===== config.mk =====
export PLATFORM = sky130hd
export DESIGN_NAME = core_decode
export DESIGN_NICKNAME = d
export VERILOG_FILES = /design/src/rtl/core_decode.sv
export SDC_FILE = /design/constraint.sdc
export NUM_CORES = 1
export LEC_CHECK = 0
export ABC_AREA = 1
export ABC_CLOCK_PERIOD_IN_PS = 3400
export BUFFER_PORTS_ARGS = -buffer_cell sky130_fd_sc_hd__buf_2
export CELL_PAD_IN_SITES_DETAIL_PLACEMENT = 0
export CELL_PAD_IN_SITES_GLOBAL_PLACEMENT = 1
export CORE_UTILIZATION = 45
export DETAILED_ROUTE_END_ITERATION = 7
export PLACE_DENSITY_LB_ADDON = 0.1
export SLEW_MARGIN = 25
export SYNTH_ARGS = -nofsm -noshare
export SYNTH_HDL_FRONTEND = slang
export SYNTH_SLANG_ARGS = --single-unit

===== constraint.sdc =====
create_clock -name clk -period 3.4 [get_ports clk]
set_input_delay 0.34 -clock clk [delete_from_list [all_inputs] [get_ports clk]]
set_output_delay 0.34 -clock clk [all_outputs]
set_load 0.03 [all_outputs]

===== src/rtl/core_decode.sv =====
// RV32I decode stage: registered decode record behind a valid/ready handshake,
// with an optional one-entry skid buffer so inst_ready comes straight from a flop.
//
// state    | meaning
// ST_EMPTY | no record held, output invalid
// ST_OUT   | output register holds the oldest record
// ST_FULL  | output register plus skid both hold records, inst_ready low
module core_decode #(
    parameter bit SKID_EN    = 1'b1,
    parameter bit ZERO_X0_WE = 1'b1
) (
    input  logic        clk,
    input  logic        rst_n,
    input  logic        flush,
    input  logic        inst_valid,
    output logic        inst_ready,
    input  logic [31:0] inst,
    output logic        dec_valid,
    input  logic        dec_ready,
    output logic [32:0] op,
    output logic [4:0]  rs1_addr,
    output logic [4:0]  rs2_addr,
    output logic [4:0]  rd_addr,
    output logic        rd_we,
    output logic [31:0] imm,
    output logic        illegal
);

    typedef enum logic [1:0] {ST_EMPTY, ST_OUT, ST_FULL} state_t;

    typedef struct packed {
        logic [32:0] op;
        logic [4:0]  rs1;
        logic [4:0]  rs2;
        logic [4:0]  rd;
        logic        rd_we;
        logic [31:0] imm;
        logic        illegal;
    } rec_t;

    state_t state_q, state_d;
    rec_t   out_q, out_d;
    rec_t   skid_q, skid_d;
    rec_t   dec;
    logic   inst_ready_q, inst_ready_d;
    logic   accept;

    logic [6:0] opc;
    logic [2:0] f3;
    logic [6:0] f7;
    logic [5:0] op_idx;
    logic       hit, is_i, is_sh, is_r, is_b, is_ld, is_st;

    assign opc = inst[6:0];
    assign f3  = inst[14:12];
    assign f7  = inst[31:25];

    always_comb begin
        op_idx = '0;
        hit    = 1'b0;
        is_i   = 1'b0;
        is_sh  = 1'b0;
        is_r   = 1'b0;
        is_b   = 1'b0;
        is_ld  = 1'b0;
        is_st  = 1'b0;
        case (opc)
            7'b0010011: begin
                case (f3)
                    3'b000: begin op_idx = 6'd0; hit = 1'b1; is_i = 1'b1; end
                    3'b010: begin op_idx = 6'd1; hit = 1'b1; is_i = 1'b1; end
                    3'b011: begin op_idx = 6'd2; hit = 1'b1; is_i = 1'b1; end
                    3'b100: begin op_idx = 6'd3; hit = 1'b1; is_i = 1'b1; end
                    3'b110: begin op_idx = 6'd4; hit = 1'b1; is_i = 1'b1; end
                    3'b111: begin op_idx = 6'd5; hit = 1'b1; is_i = 1'b1; end
                    3'b001: if (f7 == 7'b0000000) begin op_idx = 6'd6; hit = 1'b1; is_sh = 1'b1; end
                    default: begin
                        if (f7 == 7'b0000000) begin op_idx = 6'd7; hit = 1'b1; is_sh = 1'b1; end
                        else if (f7 == 7'b0100000) begin op_idx = 6'd8; hit = 1'b1; is_sh = 1'b1; end
                    end
                endcase
            end
            7'b0110011: begin
                if (f7 == 7'b0000000) begin
                    hit  = 1'b1;
                    is_r = 1'b1;
                    case (f3)
                        3'b000:  op_idx = 6'd9;
                        3'b001:  op_idx = 6'd11;
                        3'b010:  op_idx = 6'd12;
                        3'b011:  op_idx = 6'd13;
                        3'b100:  op_idx = 6'd14;
                        3'b101:  op_idx = 6'd15;
                        3'b110:  op_idx = 6'd17;
                        default: op_idx = 6'd18;
                    endcase
                end else if (f7 == 7'b0100000 && (f3 == 3'b000 || f3 == 3'b101)) begin
                    hit    = 1'b1;
                    is_r   = 1'b1;
                    op_idx = (f3 == 3'b000) ? 6'd10 : 6'd16;
                end
            end
            7'b1100011: begin
                if (f3[2:1] != 2'b01) begin
                    hit    = 1'b1;
                    is_b   = 1'b1;
                    op_idx = f3[2] ? (6'd19 + {4'd0, f3[1:0]}) : (6'd19 + {5'd0, f3[0]});
                end
            end
            7'b0000011: begin
                if (f3 != 3'b011 && f3[2:1] != 2'b11) begin
                    hit    = 1'b1;
                    is_ld  = 1'b1;
                    op_idx = f3[2] ? (6'd28 + {5'd0, f3[0]}) : (6'd25 + {4'd0, f3[1:0]});
                end
            end
            7'b0100011: begin
                if (f3[2] == 1'b0 && f3[1:0] != 2'b11) begin
                    hit    = 1'b1;
                    is_st  = 1'b1;
                    op_idx = 6'd30 + {4'd0, f3[1:0]};
                end
            end
            default: ;
        endcase
    end

    // Branch ops 21..24 sit after BEQ/BNE, so f3[1:0]+2 lands on BLT..BGEU.
    always_comb begin
        dec     = '0;
        dec.rs1 = inst[19:15];
        if (!hit) begin
            dec.illegal = 1'b1;
        end else begin
            dec.op = 33'd1 << op_idx;
            if (is_b && f3[2])
                dec.op = 33'd1 << (op_idx + 6'd2);
            if (is_r || is_b || is_st)
                dec.rs2 = inst[24:20];
            if (is_r || is_i || is_sh || is_ld)
                dec.rd = inst[11:7];
            dec.rd_we = (is_r || is_i || is_sh || is_ld) &&
                        !(ZERO_X0_WE && inst[11:7] == 5'd0);
            if (is_i || is_ld)
                dec.imm = {{20{inst[31]}}, inst[31:20]};
            else if (is_sh)
                dec.imm = {27'd0, inst[24:20]};
            else if (is_st)
                dec.imm = {{20{inst[31]}}, inst[31:25], inst[11:7]};
            else if (is_b)
                dec.imm = {{19{inst[31]}}, inst[31], inst[7], inst[30:25], inst[11:8], 1'b0};
        end
    end

    assign dec_valid  = (state_q != ST_EMPTY);
    assign inst_ready = SKID_EN ? inst_ready_q : (!dec_valid || dec_ready);
    assign accept     = inst_valid && inst_ready;

    always_comb begin
        state_d = state_q;
        out_d   = out_q;
        skid_d  = skid_q;
        case (state_q)
            ST_EMPTY: if (accept) begin
                out_d   = dec;
                state_d = ST_OUT;
            end
            ST_OUT: begin
                if (accept && dec_ready) begin
                    out_d = dec;
                end else if (accept) begin
                    skid_d  = dec;
                    state_d = ST_FULL;
                end else if (dec_ready) begin
                    state_d = ST_EMPTY;
                end
            end
            ST_FULL: if (dec_ready) begin
                out_d   = skid_q;
                state_d = ST_OUT;
            end
            default: state_d = ST_EMPTY;
        endcase
        if (flush) begin
            state_d = ST_EMPTY;
            out_d   = out_q;
            skid_d  = skid_q;
        end
        inst_ready_d = (state_d != ST_FULL);
    end

    always_ff @(posedge clk or negedge rst_n) begin
        if (!rst_n) begin
            state_q      <= ST_EMPTY;
            out_q        <= '0;
            skid_q       <= '0;
            inst_ready_q <= 1'b0;
        end else begin
            state_q      <= state_d;
            out_q        <= out_d;
            skid_q       <= skid_d;
            inst_ready_q <= inst_ready_d;
        end
    end

    assign op       = out_q.op;
    assign rs1_addr = out_q.rs1;
    assign rs2_addr = out_q.rs2;
    assign rd_addr  = out_q.rd;
    assign rd_we    = out_q.rd_we;
    assign imm      = out_q.imm;
    assign illegal  = out_q.illegal;

endmodule


==> results of run 1 <==
==> worst reg2reg max path, stage by stage (launching register included) <==
cell and delay (ns):
dfrtp_1 0.39, inv_1 0.14, nand2_1 0.08, nor3_2 0.14
buf_4 0.33, inv_2 0.24, buf_4 0.33, o21a_1 0.23
==> registers in the layout, summed over array words and instances (netlist names) <==
signal	flops
rs2_addr	5
inst_ready	1
illegal	1
state_q	2
skid_q	63
imm	13
op	33
rd_addr	5
rd_we	1
rs1_addr	5
==> logic make-up after synthesis <==
family	count (synthesis)	synth area share
and+or+nand+nor	473	0.3101
AOI/OAI and AO/OA	152	0.1147
buffers and inverters	137	0.08963
DFF	129	0.4579
muxes	12	0.01704
adders and majority gates	6	0.01065
==> routing by layer <==
| layer | routed length, um | up-vias | track usage | share of wire |
|---|---|---|---|---|
| met5 | 0 | - | 0 | 0 |
| met4 | 144 | 0 | 0.06022 | 0.0082 |
| met3 | 665 | 13 | 0.04564 | 0.038 |
| met2 | 8060 | 142 | 0.3652 | 0.46 |
| met1 | 8601 | 2883 | 0.3265 | 0.49 |
| li1 | - | 3116 | - | - |
==> layout make-up <==
class                   count  share of cell area
well taps                 211             0.03155
inverters                  73             0.03380
clock buffers              19             0.05413
clock inverters            13             0.02467
repair buffers            135             0.08703
multi-input cells         643              0.3830
flip-flops and latches    129              0.3858
==> cells in the final DEF (no fill, tap or decap), types with 15 or more instances in the layout <==
cell       netlist  final
nand2_1        288    288
dfrtp_1        129    129
buf_2            3    119
nor2_1          72     70
o21ai_0         64     64
inv_1           59     58
a21oi_1         50     50
nand3_1         39     39
nand4_1         29     29
o21ai_1         20     20
clkbuf_16        0     17
buf_4           21     15
==> how the worst max path moves through the flow <==
stage,startpoint,endpoint,cells past startpoint
floorplan,inst[12],skid_q[58],16
global placement,inst[12],op[24],19
detailed placement,inst[12],op[24],19
CTS,inst[12],op[24],19
global route,inst[12],op[1],17
finish,inst[12],op[24],19
==> synth_stat cells, types with 2 or more instances <==
cell / count / area, um2
buf_2: 3 / 15.01
nor2_2: 6 / 37.54
clkinv_1: 2 / 7.510
nand3_1: 39 / 195.2
nand3_4: 2 / 35.03
a31oi_1: 5 / 31.28
o21ai_1: 20 / 100.1
nor2_1: 72 / 270.3
nand3_2: 8 / 80.08
buf_4: 21 / 157.7
nand2_4: 5 / 56.30
a22o_1: 2 / 17.52
nand2_2: 5 / 31.28
nor3_1: 3 / 15.01
buf_6: 2 / 22.52
clkbuf_1: 36 / 135.1
o211ai_1: 4 / 30.03
o21ai_0: 64 / 320.3
nand2_1: 288 / 1081
nor2_4: 10 / 112.6
mux2i_1: 12 / 120.1
nand4_1: 29 / 181.4
inv_2: 10 / 37.54
ha_1: 6 / 75.07
a21oi_1: 50 / 250.2
dfrtp_1: 129 / 3228
o21a_1: 4 / 30.03
inv_1: 59 / 221.5
==> power breakdown <==
part / total [uW] / internal (uW) / switching [uW]
clock: 2030 / 1340 / 690
sequential: 1740 / 1680 / 58.9
combinational: 604 / 183 / 421
total: 4380 / 3210 / 1170
==> stage by stage <==
| step | hold slack, ns | total power [uW] |
|---|---|---|
| after floorplan | 0.04441 | 2187 |
| after global placement | 0.4562 | 2374 |
| after detailed placement | 0.4592 | 2379 |
| after CTS | 0.01238 | 4424 |
| after global routing | 0.03150 | 4564 |
| final | -0.01601 | 4377 |
==> results by group, run 1 <==
Final layout
  • Post-Route Utilization: 0.5483
  • Finished Cell Area: 0.008367 mm2
  • Finished Layout Cells: 1,223
  • Antenna cells: 0
  • Footprint of the multi-input gates: 0.003204 mm2
  • Layout cells sized above 1: 0.2253
  • Filler cells: 1,478
  • Register Area: 0.003228 mm2
  • Area Overhead vs Synth: 18.69%
  • Final layout net count: 1,042

Floorplanning
  • Core Footprint: 0.01526 mm2
  • Die ar.: 0.01617 mm2
  • DIE HEIGHT: 127.2 um
  • I/O pins: 121
  • Die Wd: 127.2 um
  • Initial Util: 0.4620
  • # rows: 45

Status
  • Failing checks: negative hold slack
  • Status: complete, but fails checks

Setup path
  • Max stage delay on crit path: 0.30 ns
  • Crit Path Max Fanout: 14
  • FF-to-FF path depth: 7
  • Delay-heaviest family, CP: simple AND/OR/NAND/NOR gates
  • Crit-path slowest cell: ha_1
  • CP Capture Type: flop
  • Worst reg2reg startpoint: state_q[1]
  • Reg2Reg Setup Slack: 1.40 ns
  • Req. time, crit path: 3.75 ns
  • Crit path DAT: 2.93 ns
  • Buf/Inv on CP: 3
  • Cells along the critical path: buf_2, inv_1, ha_1, nand2_1, nand2_1, nor2_1, nand2_1, nand2_1, nand2_1, nand3_2, ha_1, or2_4, nand2_4, inv_2, nor2_4, nand3_1, nand2_1, nand2_1, nand2_1
  • RR Endpoint: skid_q[81]
  • CP Class: in -> reg
  • Startpoint class of the critical path: input port
  • Most frequent CP cell: nand2_1

Clock network
  • Postcts setup bufs: 0
  • TritonCTS clock tree: yes
  • Worst-Skew Late Latency: 0.42 ns
  • Clk sink count: 129
  • Hold_buf cts: 0
  • Depth of the CTS H-tree: 4
  • Post_cts resized: 0
  • CTS buffer count: 17
  • Worst-path clk slew: 0.06 ns
  • Longest Clk Path Bufs: 2
  • Clock root buffer master: clkbuf_16

Synthesis
  • Post-Synthesis Mean Instance Area: 7.755 um2
  • Ys async rst share: 1.000
  • Main synth FF type: dfrtp_1
  • Mapped cell area: 0.007049 mm2
  • Ys Warns: 0
  • Post-synth cell types: 41
  • Seq/Total Area, Yosys: 0.4579
  • Synth Net Count: 952
  • Number of flops mapped to enable cells by yosys: 0
  • Syn Inst Count: 909
  • #FFs+latches synth: 129

Place
  • Cells after DPL: 1,191
  • IO buf count: 120
  • Detailed Place HPWL: 11,940 um
  • Worst slack, placed: 0.4567 ns
  • Placed cell area: 0.007707 mm2
  • Routability cong.: 0.8805

Global route
  • Initial antenna violation count: 0
  • Grt ovf: 0
  • Largest net degree at the start of global routing: 59
  • Number of global-route vias before repair: 5,854
  • Total GRT Usage: 0.2313
  • First-pass GRT wire length: 29,480 um

Hold path
  • Hold/Removal Path Class: in -> async

Flow run
  • Max_cap viols: 0

STA
  • Setup WS post-layout: 0.8189 ns
  • Hold WS: -0.01601 ns
  • Rel. slew slack: 0.5080
  • RSZ-0062 raised after global routing: false
  • Period Utilization, post-route: 0.7591
  • Worst-margin pin slew: 0.7380 ns
  • Final Slew Violations: 0
  • Final setup violation count: 0
  • Min Tclk post-route: 2.581 ns
  • Count of final hold-check violations: 15
  • Skew final: 0.006890 ns
  • Fin Setup TNS: 0 ns
  • FMAX: 387.4 MHz

Drt
  • Vias per cell: 5.032
  • Wirelength per Cell: 14.29 um
  • Post-Route WL: 17,470 um
  • Iter 0 DRT Violations: 446
  • DRC errors left: 0
  • Vias: 6,154
  • Post-route ant nets: 0
  • Router iterations before antenna repair: 7

Power and ir drop
  • Pleak: 0.004690 uW
  • Pwr/cell area: 523.1 mW/mm2
  • Peak supply drop: 0.3590 mV
(Power assumes the default switching activity.)
==> run 2, diff against run 1 <==
- ABC_CLOCK_PERIOD_IN_PS: 3400 -> 2570
- CORE_UTILIZATION: 45 -> 41
- clock period: 3.4 -> 2.57 ns (I/O delays scaled with it)
==> run 2 against run 1 <==
The run now ends clean. Sequential power increased by 33%. Via count grew 1.3%. Largest cell class unchanged. Critical endpoint is now skid_q[65]. Cell area rose by 4.7%. Core utilization down 2.4 points. Worst setup slack got worse by 0.51 ns. Clock skew rose by 0.0012 ns. Highest routed layer unchanged. Power rose by 31%. First-iteration DRC count down 6.3%.
==> results by group, run 2 (synthesized netlist as in run 1, its figures left out) <==
Status
  • Status: complete, no violations

Global route
  • Initial antenna violation count: 0 (unchanged)
  • Number of global-route vias before repair: 5,872 (+0.31%)
  • First-pass GRT wire length: 30,000 um (+1.8%)
  • Largest net degree at the start of global routing: 59 (unchanged)
  • Grt ovf: 0 (unchanged)
  • Total GRT Usage: 0.2134 (-0.01795)

Setup path
  • Delay-heaviest family, CP: simple AND/OR/NAND/NOR gates
  • RR Endpoint: rs2_addr[3]
  • Req. time, crit path: 2.91 ns (-0.84 ns)
  • CP Capture Type: flop
  • Crit Path Max Fanout: 9 (-5)
  • Crit path DAT: 2.60 ns (-0.33 ns)
  • Worst reg2reg startpoint: state_q[0]
  • FF-to-FF path depth: 7 (unchanged)
  • Max stage delay on crit path: 0.30 ns (about the same)
  • Buf/Inv on CP: 4 (+1)
  • Reg2Reg Setup Slack: 0.69 ns (-0.71 ns)
  • Most frequent CP cell: nand2_1
  • Cells along the critical path: buf_2, inv_1, ha_1, nand2_1, nand2_1, nor3_1, nand2_1, nand2_1, nand3_2, ha_1, or2_4, nand2_4, inv_2, nor2_4, buf_4, nand4_1, o21ai_0
  • Crit-path slowest cell: ha_1
  • CP Class: in -> reg
  • Startpoint class of the critical path: input port

Drt
  • Met2 WL post-DR: 8240 um (+2.2%)
  • Post-Route WL: 18,130 um (+3.8%)
  • Highest metal used: met4
  • Wirelength per Cell: 14.29 um (about the same)
  • Router iterations before antenna repair: 4 (-3)
  • Vias: 6,232 (+1.3%)
  • Vias per cell: 4.911 (-2.4%)
  • Post-route ant nets: 0 (unchanged)
  • Iter 0 DRT Violations: 418 (-6.3%)
  • DRC errors left: 0 (unchanged)
  • Metal3 WL: 776 um (+17%)
  • Met1 wire length: 8930 um (+3.8%)

Power and ir drop
  • Pleak: 0.004906 uW (+4.6%)
  • Pwr/cell area: 655.7 mW/mm2 (+25%)
  • Peak supply drop: 0.5199 mV (+45%)

Hold path
  • Hold Path Sink: skid_q[48]
  • Hold/Removal Path Class: in -> reg
  • Hold Path Cell Cnt: 3
  • Hold Startpoint: inst[19]

Place
  • Routability cong.: 0.8791 (-0.16%)
  • Detailed Place HPWL: 12,530 um (+4.9%)
  • Placed cell area: 0.008125 mm2 (+5.4%)
  • IO buf count: 120 (unchanged)
  • Worst slack, placed: -0.1320 ns (-0.5887 ns)

STA
  • Hold WS: 0.05502 ns (+0.07103 ns)
  • Fin Setup TNS: 0 ns (unchanged)
  • Final Slew Violations: 0 (unchanged)
  • Final setup violation count: 0 (unchanged)
  • Skew final: 0.008041 ns (+0.001151 ns)
  • FMAX: 442.3 MHz
  • Period Utilization, post-route: 0.8796
  • Min Tclk post-route: 2.261 ns
  • Count of final hold-check violations: 0 (-15)
  • Rel. slew slack: 0.4993 (-0.008706)
  • Worst-margin pin slew: 0.7500 ns (+0.01197 ns)
  • Setup WS post-layout: 0.3093 ns (-0.5096 ns)
  • RSZ-0062 raised after global routing: false

Clock network
  • Worst-Skew Late Latency: 0.43 ns (about the same)
  • CTS buffer count: 17 (unchanged)
  • Clk sink count: 129 (unchanged)
  • Longest Clk Path Bufs: 2 (unchanged)
  • Worst-path clk slew: 0.05 ns (about the same)
  • TritonCTS clock tree: yes
  • Clock root buffer master: clkbuf_16
  • Depth of the CTS H-tree: 4 (unchanged)

Final layout
  • Layout cells sized above 1: 0.2498 (+0.02447)
  • Filler cells: 1,630 (+10%)
  • Antenna cells: 0 (unchanged)
  • Max reg flops: 63 (unchanged)
  • Final layout net count: 1,080 (+3.6%)
  • Commonest non-fill, non-tap cell in the layout: nand2_1
  • Top reg by flops: skid_q
  • Finished Cell Area: 0.008763 mm2 (+4.7%)
  • Commonest cells after routing, fill and taps aside: nand2_1 (288), dfrtp_1 (129), buf_2 (119)
  • Area Overhead vs Synth: 24.32%

Floorplanning
  • DIE HEIGHT: 133.1 um (+4.7%)
  • I/O pins: 121 (unchanged)
  • Core Footprint: 0.01670 mm2 (+9.5%)
  • # rows: 47 (+4.4%)
  • Initial Util: 0.4221 (-0.03991)
  • Die Wd: 133.1 um (+4.7%)
  • Die ar.: 0.01772 mm2 (+9.6%)

Flow run
  • Max_cap viols: 0 (unchanged)
==> run 2: changes by cell type in the layout (fill, tap and decap cells not counted) <==
cell	change
buf_12	+10
clkbuf_1	+2
buf_6	+1
o21ai_0	-1
o21ai_1	+1
buf_4	+26
clkbuf_8	+1
dlygate4sd3_1	+1
clkinv_2	-1
inv_6	-1
bufinv_16	-1
clkinv_4	-1
==> run 2: worst register-to-register path: stages, from the launching register on <==
cell     delay, ns
dfrtp_1       0.43
nor2_1        0.08
o21ai_0       0.31
nor2_2        0.09
inv_2         0.35
buf_4         0.31
a21oi_1       0.06
a21oi_1       0.17
==> run 2: report_power, final <==
group	switching (uW)	total [uW]	internal, uW	leakage [uW]
clock network	898	2590	1690	0.000303
registers	80.0	2310	2230	0.00172
logic	568	847	278	0.00288
total	1550	5750	4200	0.00491
==> run 2: final cells by class <==
type                            instances  area (um2)  area share
Multi-Input combinational cell        643        3204      0.3656
Sequential cell                       129        3228      0.3684
Inverter                               73       282.8     0.03227
Tap cell                              220       275.3     0.03141
Clock buffer                           22       474.2     0.05411
Clock inverter                          9       153.9     0.01756
Timing Repair Buffer                  173        1145      0.1306
==> run 2: how the worst max path moves through the flow <==
stage | depth (start not counted) | startpoint | to
4_1_cts | 17 | inst[12] | skid_q[65]
5_1_grt | 16 | inst[12] | op[17]
2_1_floorplan | 16 | inst[12] | skid_q[58]
6_report | 17 | inst[12] | skid_q[65]
3_3_place_gp | 17 | inst[12] | op[32]
3_5_place_dp | 17 | inst[12] | skid_q[65]
==> run 2: stage by stage <==
step / std cells / util / power, uW
after floorplan: 909 / - / 2893
after global placement: 1237 / 0.4865 / 3185
after detailed placement: 1237 / 0.4865 / 3194
after CTS: 1269 / 0.5247 / 5809
after global routing: 1269 / 0.5247 / 6001
final: 1269 / 0.5247 / 5746
==> run 2: layer usage <==
| layer | vias to the layer above | global-route usage |
|---|---|---|
| li1 | 3172 | - |
| met5 | - | 0 |
| met4 | 0 | 0.05871 |
| met2 | 146 | 0.3345 |
| met3 | 14 | 0.04033 |
| met1 | 2900 | 0.3021 |
==> run 2: what timing repair did <==
action	4_1_cts	5_1_grt
endpoints found under the hold margin	28	0
buffers inserted	0	0
gates resized for setup	0	1
hold buffers	1	0
setup endpoints to repair	0	1
==> run 3, diff against run 2 <==
- ABC_CLOCK_PERIOD_IN_PS: 2570 -> 2380
- clock period: 2.57 -> 2.38 ns (I/O delays scaled with it)
==> run 3 against run 2 <==
Clock power barely moved. Via count grew 0.64%. Clock skew up 0.00057 ns. Largest power group unchanged.
==> results by group, run 3 (synthesized netlist as in run 1, its figures left out) <==
Status
  • Status: complete, no violations

Setup path
  • CP Class: in -> reg
  • Delay-heaviest family, CP: simple AND/OR/NAND/NOR gates
  • Crit path DAT: 2.56 ns (-0.04 ns)
  • Startpoint class of the critical path: input port
  • Most frequent CP cell: nand2_1
  • Crit-path slowest cell: or2_4
  • Cells along the critical path: buf_2, inv_2, ha_1, buf_4, nand2_1, nand4_1, nand3_1, nand2_1, nor2_1, nand2_1, ha_1, or2_4, nand2_8, buf_4, nand4_2, inv_1, nand3_1, o21ai_0
  • CP Capture Type: flop
  • Crit Path Max Fanout: 5 (-4)
  • Max stage delay on crit path: 0.28 ns (-0.02 ns)
  • Buf/Inv on CP: 5 (+1)
  • Req. time, crit path: 2.70 ns (-0.21 ns)

Drt
  • Wirelength per Cell: 14.12 um (-1.2%)
  • Post-route ant nets: 0 (unchanged)
  • Iter 0 DRT Violations: 394 (-5.7%)
  • Vias: 6,272 (+0.64%)
  • Post-Route WL: 18,210 um (+0.46%)
  • DRC errors left: 0 (unchanged)
  • Router iterations before antenna repair: 4 (unchanged)
  • Vias per cell: 4.862 (-1.0%)

Clock network
  • TritonCTS clock tree: yes
  • CTS buffer count: 17 (unchanged)
  • Longest Clk Path Bufs: 2 (unchanged)
  • Depth of the CTS H-tree: 4 (unchanged)
  • Clk sink count: 129 (unchanged)
  • Worst-path clk slew: 0.06 ns (about the same)
  • Worst-Skew Late Latency: 0.42 ns (about the same)
  • Clock root buffer master: clkbuf_16

Global route
  • First-pass GRT wire length: 30,640 um (+2.1%)
  • Met3 Usage GRT: 0.04528 (+0.004947)
  • M2 GR Usage: 0.3357 (+0.001163)
  • Busiest grt layer: met2
  • Initial antenna violation count: 0 (unchanged)
  • Number of global-route vias before repair: 5,937 (+1.1%)
  • Met1 GRT Util: 0.3129 (+0.01082)
  • Total GRT Usage: 0.2180 (+0.004653)
  • Grt ovf: 0 (unchanged)
  • Largest net degree at the start of global routing: 57 (-3.4%)

STA
  • Period Utilization, post-route: 0.9403
  • Rel. slew slack: 0.6687 (+0.1694)
  • Skew final: 0.008609 ns (+0.0005681 ns)
  • FMAX: 446.9 MHz
  • Min Tclk post-route: 2.238 ns
  • Fin Setup TNS: 0 ns (unchanged)
  • Hold WS: 0.04023 ns (-0.01479 ns)
  • Final Slew Violations: 0 (unchanged)
  • Count of final hold-check violations: 0 (unchanged)
  • Worst-margin pin slew: 0.4970 ns (-0.2530 ns)
  • Final setup violation count: 0 (unchanged)

Final layout
  • Top reg by flops: skid_q
  • Final layout net count: 1,100 (+1.9%)
  • Footprint of the multi-input gates: 0.003234 mm2 (+0.94%)
  • Post-Route Utilization: 0.5330 (+0.008241)
  • Commonest cells after routing, fill and taps aside: nand2_1 (287), dfrtp_1 (129), buf_2 (119)
  • Commonest non-fill, non-tap cell in the layout: nand2_1
  • Filler cells: 1,637 (+0.43%)
  • Register Area: 0.003228 mm2 (unchanged)
  • Layout cells sized above 1: 0.2710 (+0.02127)
  • Area Overhead vs Synth: 26.27%
  • Finished Layout Cells: 1,290 (+1.7%)
  • Antenna cells: 0 (unchanged)
  • Max reg flops: 63 (unchanged)

Place
  • Routability cong.: 0.8340 (-5.1%)
  • IO buf count: 120 (unchanged)
  • Detailed Place HPWL: 12,610 um (+0.64%)
  • Cells after DPL: 1,257 (+1.6%)

Hold path
  • Hold/Removal Path Class: in -> reg

Floorplanning
  • I/O pins: 121 (unchanged)
  • DIE HEIGHT: 133.1 um (unchanged)
  • Die Wd: 133.1 um (unchanged)
  • Initial Util: 0.4221 (unchanged)
  • # rows: 47 (unchanged)
  • Die ar.: 0.01772 mm2 (unchanged)
  • Core Footprint: 0.01670 mm2 (unchanged)

Power and ir drop
  • Peak supply drop: 0.5384 mV (+3.6%)
  • Pwr/cell area: 679.2 mW/mm2 (+3.6%)
  • Pleak: 0.004975 uW (+1.4%)

Flow run
  • Max_cap viols: 0 (unchanged)
## run 3: cell count changes in the layout (fill, tap and decap cells not counted), sizes merged
cell      delta
bufinv       -2
inv          +2
clkinv       +3
clkbuf       -4
buf         +20
clkinvlp     +2
## run 3: tightest hold or removal path: stages
cell and delay [ns]:
buf_2 0.09, nand2_1 0.04, nand2_1 0.06
## run 3: worst paths after layout
check / start / end / slack [ns] / cells past startpoint
min: inst[16] / skid_q[45] / 0.04 / 3
min reg2reg: op[5] / op[5] / 0.47 / 2
max reg2reg: state_q[0] / rd_addr[3] / 0.68 / 6
max: inst[13] / skid_q[58] / 0.14 / 18
max in group asynchronous: rst_n / op[6] / 1.42 / 3
min in group asynchronous: rst_n / state_q[0] / 0.34 / 2
## run 3: final cells by class
class | instances | area share
Sequential cell | 129 | 0.3627
Clock buffer | 18 | 0.04934
Multi-Input combinational cell | 643 | 0.3634
Timing Repair Buffer | 193 | 0.1441
Inverter | 73 | 0.03205
Clock inverter | 14 | 0.01757
Tap cell | 220 | 0.03092
## run 3: power breakdown
part	total (uW)	leakage [uW]	switching (uW)	internal, uW
logic	932	0.00297	620	312
registers	2490	0.00172	86.5	2400
clock network	2620	0.000280	1040	1580
total	6050	0.00497	1750	4300
## run 3: routing by layer
| layer | vias up | part of all wire |
|---|---|---|
| met2 | 107 | 0.46 |
| met4 | 0 | 0.0091 |
| met5 | - | 0 |
| met3 | 15 | 0.036 |
| met1 | 2916 | 0.50 |
| li1 | 3234 | - |
## run 3: timing repair
item | 4_1_cts | 5_1_grt
setup buffers | 0 | 0
endpoints found under the setup margin | 0 | 4
gates resized for setup | 0 | 9
endpoints found under the hold margin | 47 | 0
hold buffers | 1 | 0
## run 3: stage by stage
| stage | power, uW | worst slack [ns] | area, um2 |
|---|---|---|---|
| after detailed placement | 3461 | -0.2579 | 8263 |
| final | 6046 | 0.1421 | 8901 |
| after global placement | 3450 | -0.2478 | 8263 |
| after floorplan | 3124 | 0.03742 | 7049 |
| after CTS | 6098 | 0.1537 | 8869 |
| after global routing | 6330 | -0.007887 | 8901 |
